$ cat src/rtl/mt9d111_capture_pkg.sv
// Shared definitions for the MT9D111 capture path: default frame geometry,
// FSM state encoding, coordinate width and a saturating counter helper.
package mt9d111_capture_pkg;

   localparam int CAM_H_WIDTH = 160;
   localparam int CAM_V_WIDTH = 128;
   localparam int COORD_W     = 11;

   typedef enum logic [1:0] {
      ST_SYNC    = 2'd0,
      ST_WAIT_VS = 2'd1,
      ST_FRAME   = 2'd2,
      ST_SKIP    = 2'd3
   } cap_state_t;

   // Coordinate counters stop at all-ones so a runaway line or frame can
   // never wrap back into the valid range and emit bogus pixels.
   function automatic logic [COORD_W-1:0] sat_inc(input logic [COORD_W-1:0] v);
      return (&v) ? v : v + COORD_W'(1);
   endfunction

endpackage

$ cat src/rtl/mt9d111_capture_rgb565_to_gray.sv
// rgb565_to_gray: combinational luminance estimate from an RGB565 pixel.
// Channels are widened to 8 bits by replicating their MSBs, then weighted
// 77/150/29 (sum 256) so the >>8 yields an 8-bit luma that reaches 255.
module rgb565_to_gray (
   input  logic [15:0] i_rgb,
   output logic [7:0]  o_gray
);

   logic [7:0]  w_r8;
   logic [7:0]  w_g8;
   logic [7:0]  w_b8;
   logic [17:0] w_sum;

   assign w_r8  = {i_rgb[15:11], i_rgb[15:13]};
   assign w_g8  = {i_rgb[10:5],  i_rgb[10:9]};
   assign w_b8  = {i_rgb[4:0],   i_rgb[4:2]};

   assign w_sum = 18'd77  * {10'd0, w_r8}
                + 18'd150 * {10'd0, w_g8}
                + 18'd29  * {10'd0, w_b8};

   assign o_gray = 8'(w_sum >> 8);

endmodule

$ cat src/rtl/mt9d111_capture.sv
// mt9d111_capture: receiver for the MT9D111 parallel interface. Registers
// VSYNC/HREF/D once, assembles high/low byte pairs into RGB565 pixels with
// X/Y tags, and checks line length and frame height.
// Optional luminance output is built when CAM_CAPTURE_GRAY_EN is defined;
// otherwise PIX_GRAY is tied to zero.
module mt9d111_capture
   import mt9d111_capture_pkg::*;
#(
   parameter int H_WIDTH = CAM_H_WIDTH,
   parameter int V_WIDTH = CAM_V_WIDTH
) (
   input  logic               CLOCK65,
   input  logic               RESET,
   input  logic               CAP_EN,
   input  logic               MT9D111_VSYNC,
   input  logic               MT9D111_HREF,
   input  logic [7:0]         MT9D111_D,
   output logic               PIX_VALID,
   output logic [15:0]        PIX_DATA,
   output logic [7:0]         PIX_GRAY,
   output logic [COORD_W-1:0] PIX_X,
   output logic [COORD_W-1:0] PIX_Y,
   output logic               FRAME_START,
   output logic               FRAME_END,
   output logic               LINE_ERR,
   output logic               FRAME_ERR,
   output logic [7:0]         FRAME_CNT
);

   localparam logic [COORD_W-1:0] H_W = COORD_W'(H_WIDTH);
   localparam logic [COORD_W-1:0] V_W = COORD_W'(V_WIDTH);

   // Input stage (s1) and its one-cycle-old VSYNC copy for edge detection.
   logic               r_vs1;
   logic               r_href1;
   logic [7:0]         r_d1;
   logic               r_vs2;

   cap_state_t         r_state;
   logic               r_phase;
   logic [7:0]         r_hi;
   logic [COORD_W-1:0] r_x;
   logic [COORD_W-1:0] r_y;
   logic               r_line_open;

   logic               r_pix_valid;
   logic [15:0]        r_pix_data;
   logic [COORD_W-1:0] r_pix_x;
   logic [COORD_W-1:0] r_pix_y;
   logic               r_frame_start;
   logic               r_frame_end;
   logic               r_line_err;
   logic               r_frame_err;
   logic [7:0]         r_frame_cnt;

   logic               w_vs_rise;
   logic               w_vs_fall;
   logic               w_in_frame;
   logic               w_byte;
   logic               w_pix_done;
   logic               w_emit;
   logic [15:0]        w_pix;
   logic [COORD_W-1:0] w_x_next;
   logic               w_phase_next;
   logic               w_line_close;
   logic               w_line_bad;
   logic [COORD_W-1:0] w_y_next;
   logic               w_frame_end;

   // Input register stage; it keeps sampling through reset so that the
   // SYNC state sees the true VSYNC level the moment reset is released.
   always_ff @(posedge CLOCK65) begin
      r_vs1   <= MT9D111_VSYNC;
      r_href1 <= MT9D111_HREF;
      r_d1    <= MT9D111_D;
      r_vs2   <= r_vs1;
   end

   assign w_vs_rise  = r_vs1 & ~r_vs2;
   assign w_vs_fall  = ~r_vs1 & r_vs2;
   assign w_in_frame = (r_state == ST_FRAME);
   assign w_byte     = w_in_frame & r_href1;
   assign w_pix_done = w_byte & r_phase;
   assign w_pix      = {r_hi, r_d1};
   assign w_emit     = w_pix_done & (r_x < H_W) & (r_y < V_W);

   // Byte/pixel counts including this cycle's byte, so a line closed by a
   // VSYNC fall in the same cycle as its last byte is judged complete.
   assign w_x_next     = w_pix_done ? sat_inc(r_x) : r_x;
   assign w_phase_next = w_byte ? ~r_phase : r_phase;

   // A line ends on the HREF fall, or is forced closed by VSYNC falling
   // while HREF is still high.
   assign w_line_close = w_in_frame &
                         ((r_line_open & ~r_href1) | (w_vs_fall & r_href1));
   assign w_line_bad   = (w_x_next != H_W) | w_phase_next;
   assign w_y_next     = w_line_close ? sat_inc(r_y) : r_y;
   assign w_frame_end  = w_in_frame & w_vs_fall;

`ifdef CAM_CAPTURE_GRAY_EN
   logic [7:0] w_gray;
   logic [7:0] r_pix_gray;

   rgb565_to_gray u_gray (
      .i_rgb  (w_pix),
      .o_gray (w_gray)
   );

   assign PIX_GRAY = r_pix_gray;
`else
   assign PIX_GRAY = 8'd0;
`endif

   // Capture FSM with byte assembly, geometry checks and registered outputs.
   always_ff @(posedge CLOCK65) begin
      if (RESET) begin
         r_state       <= ST_SYNC;
         r_phase       <= 1'b0;
         r_hi          <= 8'd0;
         r_x           <= '0;
         r_y           <= '0;
         r_line_open   <= 1'b0;
         r_pix_valid   <= 1'b0;
         r_pix_data    <= 16'd0;
         r_pix_x       <= '0;
         r_pix_y       <= '0;
         r_frame_start <= 1'b0;
         r_frame_end   <= 1'b0;
         r_line_err    <= 1'b0;
         r_frame_err   <= 1'b0;
         r_frame_cnt   <= 8'd0;
`ifdef CAM_CAPTURE_GRAY_EN
         r_pix_gray    <= 8'd0;
`endif
      end else begin
         r_pix_valid   <= 1'b0;
         r_frame_start <= 1'b0;
         r_frame_end   <= 1'b0;
         r_line_err    <= 1'b0;
         r_frame_err   <= 1'b0;

         case (r_state)
            ST_SYNC: begin
               if (!r_vs1) begin
                  r_state <= ST_WAIT_VS;
               end
            end

            ST_WAIT_VS: begin
               if (w_vs_rise) begin
                  if (CAP_EN) begin
                     r_frame_start <= 1'b1;
                     r_x           <= '0;
                     r_y           <= '0;
                     r_phase       <= 1'b0;
                     r_line_open   <= 1'b0;
                     r_state       <= ST_FRAME;
                  end else begin
                     r_state <= ST_SKIP;
                  end
               end
            end

            ST_SKIP: begin
               if (w_vs_fall) begin
                  r_state <= ST_WAIT_VS;
               end
            end

            ST_FRAME: begin
               if (w_byte && !r_phase) begin
                  r_hi <= r_d1;
               end

               if (w_emit) begin
                  r_pix_valid <= 1'b1;
                  r_pix_data  <= w_pix;
                  r_pix_x     <= r_x;
                  r_pix_y     <= r_y;
`ifdef CAM_CAPTURE_GRAY_EN
                  r_pix_gray  <= w_gray;
`endif
               end

               r_line_open <= r_href1 & ~w_vs_fall;

               if (w_line_close) begin
                  r_line_err <= w_line_bad;
                  r_x        <= '0;
                  r_phase    <= 1'b0;
                  r_y        <= w_y_next;
               end else begin
                  r_x        <= w_x_next;
                  r_phase    <= w_phase_next;
               end

               if (w_frame_end) begin
                  r_frame_end <= 1'b1;
                  r_frame_err <= (w_y_next != V_W);
                  r_frame_cnt <= r_frame_cnt + 8'd1;
                  r_state     <= ST_WAIT_VS;
               end
            end

            default: r_state <= ST_SYNC;
         endcase
      end
   end

   assign PIX_VALID   = r_pix_valid;
   assign PIX_DATA    = r_pix_data;
   assign PIX_X       = r_pix_x;
   assign PIX_Y       = r_pix_y;
   assign FRAME_START = r_frame_start;
   assign FRAME_END   = r_frame_end;
   assign LINE_ERR    = r_line_err;
   assign FRAME_ERR   = r_frame_err;
   assign FRAME_CNT   = r_frame_cnt;

endmodule

$ cat config.mk
export PLATFORM = sky130hd
export DESIGN_NAME = mt9d111_capture
export DESIGN_NICKNAME = d
export VERILOG_FILES = /design/src/rtl/mt9d111_capture_pkg.sv /design/src/rtl/mt9d111_capture_rgb565_to_gray.sv /design/src/rtl/mt9d111_capture.sv
export SDC_FILE = /design/constraint.sdc
export NUM_CORES = 1
export LEC_CHECK = 0
export CAP_MARGIN = 10
export CORE_ASPECT_RATIO = 0.75
export CORE_UTILIZATION = 52
export DETAILED_ROUTE_END_ITERATION = 10
export HOLD_SLACK_MARGIN = 0.15
export PLACE_DENSITY = 0.79
export RECOVER_POWER = 50
export SLEW_MARGIN = 20
export SYNTH_ARGS = -nofsm -noshare
export SYNTH_HDL_FRONTEND = slang
export SYNTH_HIERARCHICAL = 1
export SYNTH_SLANG_ARGS = --single-unit
$ cat constraint.sdc
create_clock -name CLOCK65 -period 3 [get_ports CLOCK65]
set_input_delay 0.9 -clock CLOCK65 [delete_from_list [all_inputs] [get_ports CLOCK65]]
set_output_delay 0.9 -clock CLOCK65 [all_outputs]
set_load 0.1 [all_outputs]
[Word-level counts from Yosys, hierarchy flattened]
Index checks and enable logic that the tools add are counted.
Operators by class
  add/subtract/negate cells: 3
  multipliers: 0
  divide/modulo/power cells: 0
  magnitude comparators: 2
  eq/ne operators: 11
  shifts and indexed selects: 0
  mux-type cells: 25
  bitwise gates (word level): 23
  reductions and logical operators: 16
Operators with widths (count)
  11-bit two-way mux: 8
  11-bit case mux with 2 select lines: 2
  11-bit by 1-bit adder with 11-bit output (second input constant): 2
  11-bit by 8-bit less-than comparator with 1-bit output (second input constant): 2
  11-bit by 8-bit != test with 1-bit output (second input constant): 2
  11-bit AND reduction: 2
  1-bit AND: 11
  1-bit inverter: 10
  3-bit OR reduction: 3
  8-bit by 1-bit adder with 8-bit output (second input constant): 1
  1-bit two-way mux: 8
  2-bit two-way mux: 4
  2-bit != test (second input constant): 4
  2-bit case mux with 4 select lines: 1
  4-bit AND reduction: 2
  2-bit AND reduction: 3
  2-bit == test (second input constant): 2
  2-bit by 1-bit != test with 1-bit output (second input constant): 2
  1-bit case mux with 2 select lines: 2
  3-bit AND reduction: 1
  2-bit by 1-bit == test with 1-bit output (second input constant): 1
  2-bit zero test: 1
  1-bit bitwise OR: 2
  2-bit nonzero test: 1
  3 further kinds: 3
Word-level totals
  register bits after elaboration: 96
  latch bits: 0
  memory bits (writable): 0
  ROM bits: 0
  input port bits: 13
  output and inout port bits: 59
  logic and storage cells: 99
  memories kept: 0

[Depth between registers and ports, before layout]
Gate-level depths: netlist (run 1).
  depth in word-level cells: 8
  depth in mapped cells: 12
  gate-level depth less buffers: 8

[Worst setup path after synthesis (run 1)]
No wires, ideal clock.
  kind: flip-flop to flip-flop
  from: reg r_state[1]
  to: reg r_pix_y[6], in the netlist PIX_Y[6]
  library setup time: 70 ps
  data arrival time: 2361 ps
  required time: 2930 ps
  setup slack: 569 ps
  cell stages (with the launch flop): 13
  path buffers: 4
  clock period less this slack: 2431 ps
  cell sequence: dfxtp_1 > nor2b_1 > clkbuf_1 > clkbuf_1 > and2_1 > ha_1 > inv_1 > nor4_1 > and4_1 > clkbuf_1 > buf_2 > nand2_1 > a21oi_1
Between the ends
  cells in the longest elaborated chain, start to end: 6
RTL lines
  start: declaration: RTL line mt9d111_capture.sv:39  | cap_state_t r_state;
  start signal: assignment: RTL line mt9d111_capture.sv:117  | r_state <= ST_SYNC;
  start signal: assignment: RTL line mt9d111_capture.sv:145  | r_state <= ST_WAIT_VS;
  start signal: assignment: RTL line mt9d111_capture.sv:157  | r_state <= ST_FRAME;
  2-bit == test *: RTL line mt9d111_capture.sv:81, mt9d111_capture.sv:142
  1-bit AND: RTL line mt9d111_capture.sv:82  | assign w_byte = w_in_frame & r_href1;
  1-bit AND: RTL line mt9d111_capture.sv:83  | assign w_pix_done = w_byte & r_phase;
  1-bit AND (2 in series): RTL line mt9d111_capture.sv:85  | assign w_emit = w_pix_done & (r_x < H_W) & (r_y < V_W);
  2-bit AND reduction (no line) *
  end signal: assignment: RTL line mt9d111_capture.sv:179  | r_pix_y <= r_y;
  end: declaration: RTL line mt9d111_capture.sv:49  | logic [COORD_W-1:0] r_pix_y;
Mark *: on every way between the ends. The rest lies on a longest branch, timed or not.
A chain may end at the register's enable or synchronous reset.

[Worst setup path after layout (run 1)]
  from: in RESET
  to: reg r_frame_cnt[1], in the netlist FRAME_CNT[1]
RTL lines
  start: declaration: RTL line mt9d111_capture.sv:13  | input logic RESET,
  end signal: assignment: RTL line mt9d111_capture.sv:200  | r_frame_cnt <= r_frame_cnt + 8'd1;
  end: declaration: RTL line mt9d111_capture.sv:54  | logic [7:0] r_frame_cnt;
No word-level cell between the ends.

==> metrics.md, run 1 <==
| Metric | Value |
|---|---|
| Worst r2r dst | `PIX_Y[6]` |
| Reg2Reg Setup Slack | `490 ps` |
| Combinational fraction of design power | `0.051` |
| Antenna cells | `0` |
| Nets | `563` |
| Num ports | `72` |
| Number of flops mapped to enable cells by yosys | `0` |
| Unrepaired setup endpoints after global routing | `no` |
| Top_reg_cell synth | `dfxtp_1` |
| Max Cap Violations | `0` |
| Drt first pass iters | `5` |
| Vias | `3643` |
| Sequential area share after synthesis | `0.468` |
| Global-route wire length before repair | `15600 um` |
| Reg clk slew, reported paths | `100 ps` |
| Total gr overflow | `0` |
| Final period util | `0.851` |
| Die width | `105 um` |
| Pwr/cell area | `476 nW/um^2` |
| Count of buffers from port buffering | `63` |
| Critical Path Sink | `FRAME_CNT[1]` |
| Critical path capture point type | `flip-flop` |
| Die height | `78.9 um` |
| F_max | `392 MHz` |
| Final Setup Violations | `0` |
| Critical path required time | `3190 ps` |
| Hold slack | `410 ps` |
| Htree depth | `3` |
| Root Buffer | `clkbuf_8` |
| Gr usage total | `0.235` |
| DRT Wirelength | `9410 um` |
| Max Clock Skew | `5.72 ps` |
| Drt initial violations | `321` |
| Routed wire per std cell | `14.5 um` |
| CTS tree | `yes` |
| R2R Path Start | `r_state[1]` |
| Clock Tree Buf Depth | `2` |
| Critical Path Start Type | `input pin` |
| Status | `finished clean` |
| Async SR Flop Fraction | `0` |
| Synth warn | `6` |
| Worst-path fanout max | `36` |
| Vias/cell | `5.60` |
| Row Count | `27` |
| DIE AREA | `8260 sq um` |
| Sequential power share | `0.587` |
| Vias in the first global route | `3212` |
| Synth-to-Final Area Change | `12.7%` |
| P_leak | `1.61 nW` |
| CTS buffer count | `9` |
| Fin. max-slew vios | `0` |
| Register bit total from synthesis | `96` |
| Fin area | `4630 sq um` |
| Fin util | `0.617` |
| Critical path origin | `RESET` |
| Crit path arrival time | `2750 ps` |
| Clock latency at the later pin of the worst-skew pair | `360 ps` |
| GP Congestion | `0.899` |
| Max-slew headroom | `0.00963` |
| Post-CTS Setup Inserts | `0` |
| Clock network power share | `0.362` |
| Post-CTS sizing | `0` |
| Share of cells above drive strength 1 | `0.0727` |
| Final-report hold violation count | `0` |
| Clk sinks | `96` |
| Initial antenna violation count | `0` |
| Synthesized area | `4100 sq um` |
| HPWL Detailed | `6720 um` |
| Core area | `7500 sq um` |
| Net Switching | `0.577 mW` |
| Final ANT Viol Nets | `0` |
| Sw Ratio | `0.262` |
| Residual DRC | `0` |
| Post-synth cell types | `57` |
| Post-Syn Instances | `493` |
| Average cell area after synthesis | `8.32 sq um` |
| Hold Startpoint | `r_vs1` |
| Crit Path Category | `input pin to flip-flop` |
| Placed instance area | `4610 sq um` |
| HP Class | `flip-flop to flip-flop` |
| P_int | `1.63 mW` |
| Setup TNS | `0 ps` |
| CTS Hold Bufs | `0` |
| Peak supply drop | `0.217 mV` |
| Worst Tran Pin Value | `1490 ps` |
| Largest net degree at the start of global routing | `37` |
| Starting Density | `0.547` |
| Path depth of the worst reg2reg path | `9` |
| Min Tclk post-route | `2550 ps` |
layout make-up:
| cell class | instances | area (sq um) |
|---|---|---|
| clock buffer | 9 | 124 |
| tap | 101 | 126 |
| sequential | 96 | 1920 |
| inverter | 8 | 30.0 |
| multi-input combinational | 355 | 1940 |
| clock inverter | 7 | 68.8 |
| fill | 693 | 2870 |
| timing repair buffer | 75 | 410 |
registers in the layout (all words and copies together), names as in the netlist:
| signal | cells |
|---|---|
| PIX_DATA | 16 |
| r_d1 | 8 |
| PIX_VALID | 1 |
| r_line_open | 1 |
| r_phase | 1 |
| LINE_ERR | 1 |
| r_state | 2 |
| r_y | 11 |
| PIX_X | 11 |
| r_vs1 | 1 |
| r_href1 | 1 |
| FRAME_START | 1 |
| r_hi | 8 |
| r_x | 11 |
| FRAME_END | 1 |
| FRAME_ERR | 1 |
| FRAME_CNT | 8 |
| r_vs2 | 1 |
| PIX_Y | 11 |
logic make-up (layout without fill, tap and decap cells):
kind of cell / after synthesis / count (layout) / share of synthesized area
muxes: 2 / 2 / 0.00488
xor gates and xnor gates: 9 / 9 / 0.0192
other: 1 / 8 / 0.000914
AOI/OAI and AO/OA: 119 / 119 / 0.180
and+or+nand+nor: 212 / 212 / 0.248
buffers and inverters: 49 / 99 / 0.0643
adders and majority gates: 5 / 5 / 0.0152
DFF: 96 / 96 / 0.468
placed cells by master, fill, tap and decap left out, types with 3 or more instances in the layout:
| cell | synthesis | final |
|---|---|---|
| nand4_1 | 6 | 6 |
| nand3_1 | 19 | 19 |
| xor2_1 | 5 | 5 |
| nor2_1 | 41 | 41 |
| o211ai_1 | 3 | 3 |
| buf_4 | 10 | 16 |
| a22oi_1 | 3 | 3 |
| conb_1 | 1 | 8 |
| nor4_1 | 5 | 5 |
| a21oi_1 | 62 | 62 |
| o21ai_0 | 15 | 15 |
| nand2b_1 | 4 | 4 |
| nand3b_1 | 6 | 6 |
| and3_1 | 6 | 6 |
| dfxtp_1 | 96 | 96 |
| inv_1 | 8 | 8 |
| and2_1 | 10 | 10 |
| nand2_1 | 84 | 84 |
| a211oi_1 | 3 | 3 |
| clkbuf_8 | 2 | 9 |
| a31oi_1 | 6 | 6 |
| dlygate4sd3_1 | 0 | 11 |
| nor2b_1 | 4 | 4 |
| xnor2_1 | 4 | 4 |
| clkinv_4 | 0 | 3 |
| nor3_1 | 14 | 14 |
| ha_1 | 5 | 5 |
| a311oi_1 | 4 | 4 |
| clkbuf_1 | 20 | 48 |
critical path: stages:
cell,delay [ps]
clkbuf_1,550
clkbuf_1,1140
nor2_1,140
synthesized netlist by cell type, types with 3 or more instances:
library cell	count	area (sq um)
nand4_1	6	37.5
nand3b_1	6	45.0
nand2b_1	4	25.0
dfxtp_1	96	1920
buf_2	6	30.0
nor4_1	5	31.3
buf_4	10	75.1
clkbuf_1	20	75.1
a21oi_1	62	310
ha_1	5	62.6
and3_1	6	37.5
nor2_1	41	154
a211oi_1	3	22.5
o211ai_1	3	22.5
nand2_1	84	315
o21ai_0	15	75.1
a22oi_1	3	22.5
inv_1	8	30.0
a311oi_1	4	35.0
nor2b_1	4	25.0
and2_1	10	62.6
nor3_1	14	70.1
xor2_1	5	43.8
nand3_1	19	95.1
a31oi_1	6	37.5
xnor2_1	4	35.0
metrics by stage:
| stage | cells | power [mW] | worst slack (ps) |
|---|---|---|---|
| 6_report | 651 | 2.20 | 446 |
| 3_3_place_gp | 635 | 1.44 | 597 |
| 3_5_place_dp | 635 | 1.44 | 564 |
| 4_1_cts | 651 | 2.23 | 518 |
| 2_1_floorplan | 500 | 1.41 | 569 |
| 5_1_grt | 651 | 2.29 | 154 |
worst min path at each step:
stage / slack [ps] / endpoint / depth (start not counted)
floorplan: 370 / r_vs2 / 0
global placement: 390 / r_vs2 / 0
finish: 410 / r_vs2 / 0
CTS: 410 / r_vs2 / 0
detailed placement: 400 / r_vs2 / 0
global route: 430 / r_vs2 / 0
power groups by stage:
stage,combinational (mW),sequential (mW),clock [mW]
final,0.112,1.29,0.797
after global placement,0.115,1.32,0
after CTS,0.116,1.29,0.822
after global routing,0.119,1.30,0.875
after floorplan,0.0908,1.32,0
after detailed placement,0.116,1.32,0
routing by layer:
layer | up-vias | wire (um) | track usage
met5 | - | 0 | 0
met4 | 0 | 83 | 0.0746
met3 | 12 | 743 | 0.0525
met2 | 160 | 4090 | 0.351
met1 | 1664 | 4500 | 0.337
li1 | 1807 | - | -
Note: power is estimated with default switching activity, not from simulation.
==> inputs of run 2 (changes only) <==
--- a/config.mk
+++ b/config.mk
@@ -7,10 +7,11 @@
 export LEC_CHECK = 0
 export CAP_MARGIN = 10
 export CORE_ASPECT_RATIO = 0.75
-export CORE_UTILIZATION = 52
+export CORE_UTILIZATION = 54
+export CTS_BUF_LIST = sky130_fd_sc_hd__clkbuf_4 sky130_fd_sc_hd__clkbuf_8
 export DETAILED_ROUTE_END_ITERATION = 10
 export HOLD_SLACK_MARGIN = 0.15
-export PLACE_DENSITY = 0.79
+export PLACE_DENSITY = 0.81
 export RECOVER_POWER = 50
 export SLEW_MARGIN = 20
 export SYNTH_ARGS = -nofsm -noshare
==> run 2 against run 1 <==
Wire length up 0.66%. First-iteration DRC count grew 12%. Non-clock buffer count is the same. Sequential share of layout area shrank 0.48 points. Critical path depth unchanged. Combinational power hardly changed. Flip-flop and latch count is the same. Fmax rose by 0.91%. Via count increased by 1.3%.
==> metrics.md, run 2 (synthesized netlist as in run 1, its figures left out) <==
| Metric | Value |
|---|---|
| Register area | `1920 sq um` |
| Placed Cells | `635` |
| Placed instance area | `4620 sq um` |
| Root Buffer | `clkbuf_8` |
| Worst Tran Pin Value | `1270 ps` |
| Final Setup Violations | `0` |
| Clock network power share | `0.398` |
| Pwr/cell area | `499 nW/um^2` |
| P_leak | `1.65 nW` |
| Most frequent cells in the layout | `dfxtp_1 (96), nand2_1 (84), a21oi_1 (62)` |
| Vias in the first global route | `3093` |
| Gr usage total | `0.246` |
| Critical path capture point type | `flip-flop` |
| P_int | `1.79 mW` |
| Setup TNS | `0 ps` |
| Count of buffers from port buffering | `63` |
| Antenna cells | `0` |
| Vias/cell | `5.67` |
| Max-slew headroom | `0.152` |
| Multi-input gate area | `1940 sq um` |
| Sw Ratio | `0.232` |
| Total gr overflow | `0` |
| Core area | `7360 sq um` |
| Crit path arrival time | `2740 ps` |
| CTS buffer count | `9` |
| Fillers | `697` |
| Die height | `77.5 um` |
| Row Count | `27` |
| Final ANT Viol Nets | `0` |
| Final-report hold violation count | `0` |
| GP Congestion | `0.921` |
| Drt first pass iters | `5` |
| Unrepaired setup endpoints after global routing | `no` |
| Max FFs per register | `16` |
| Largest net degree at the start of global routing | `33` |
| Crit Path Category | `input pin to flip-flop` |
| DIE AREA | `7960 sq um` |
| Post-CTS sizing | `0` |
| Starting Density | `0.557` |
| CTS tree | `yes` |
| Post-CTS Setup Inserts | `0` |
| HP Class | `flip-flop to flip-flop` |
| Final period util | `0.844` |
| Final non-filler cell total | `651` |
| Critical Path Start Type | `input pin` |
| F_max | `395 MHz` |
| Share of cells above drive strength 1 | `0.0782` |
| Final setup margin | `469 ps` |
| Drt initial violations | `358` |
| Htree depth | `3` |
| Num ports | `72` |
| Pre-CTS WS | `566 ps` |
| Status | `finished clean` |
| PnR Total Power | `2.34 mW` |
| Routed wire per std cell | `14.5 um` |
| Worst-path fanout max | `27` |
| Sequential power share | `0.554` |
| Global-route wire length before repair | `15100 um` |
| Fin. max-slew vios | `0` |
| CTS Hold Bufs | `0` |
| Residual DRC | `0` |
| Fin area | `4680 sq um` |
| Initial antenna violation count | `0` |
| Clk sinks | `96` |
| Most common cell after layout, fill and taps aside | `dfxtp_1` |
| Peak supply drop | `0.379 mV` |
| Nets | `563` |
| HPWL Detailed | `6670 um` |
| Max Clock Skew | `9.86 ps` |
| Synth-to-Final Area Change | `14.0%` |
| DRT Wirelength | `9470 um` |
| Clock latency at the later pin of the worst-skew pair | `360 ps` |
| Vias | `3690` |
| Critical path required time | `3210 ps` |
| Die width | `103 um` |
| Clock Tree Buf Depth | `2` |
| Combinational fraction of design power | `0.048` |
| Reg clk slew, reported paths | `90 ps` |
| Min Tclk post-route | `2530 ps` |
| Net Switching | `0.543 mW` |
| Max Cap Violations | `0` |
[run 2: path summary, 6_finish.rpt]
path | from | endpoint | slack, ps | cells after the start
hold reg to reg | r_vs1 | r_vs2 | 410 | 0
setup reg to reg | r_state[1] | PIX_Y[8] | 490 | 8
setup / recovery | RESET | r_y[6] | 470 | 3
hold / removal | r_vs1 | r_vs2 | 410 | 0
[run 2: power by group through the flow]
stage	sequential, mW	combinational [mW]	clock [mW]
3_5_place_dp	1.32	0.116	0
3_3_place_gp	1.32	0.115	0
6_report	1.29	0.113	0.929
5_1_grt	1.30	0.121	0.996
2_1_floorplan	1.32	0.0908	0
4_1_cts	1.29	0.117	0.950
[run 2: layer usage]
metal	wire length, um	GRT usage	vias to the layer above
met5	0	0	-
met4	160	0.0829	0
met3	781	0.0694	19
met2	4050	0.360	167
met1	4480	0.345	1701
li1	-	-	1803
[run 2: layout make-up]
| cell class | count | share of cell area |
|---|---|---|
| clock buffer | 10 | 0.0281 |
| inverter | 8 | 0.00642 |
| timing repair buffer | 75 | 0.0928 |
| clock inverter | 6 | 0.0195 |
| sequential | 96 | 0.411 |
| multi-input combinational | 355 | 0.416 |
| tap | 101 | 0.0270 |
[run 2: critical path, stage by stage]
cell	delay, ps
clkbuf_1	910
clkbuf_1	780
nor3_1	140
[run 2: metrics by stage]
stage,hold WS (ps),utilization
final,409,0.635
after global placement,391,0.628
after detailed placement,395,0.628
after CTS,408,0.658
after floorplan,374,-
after global routing,424,0.635
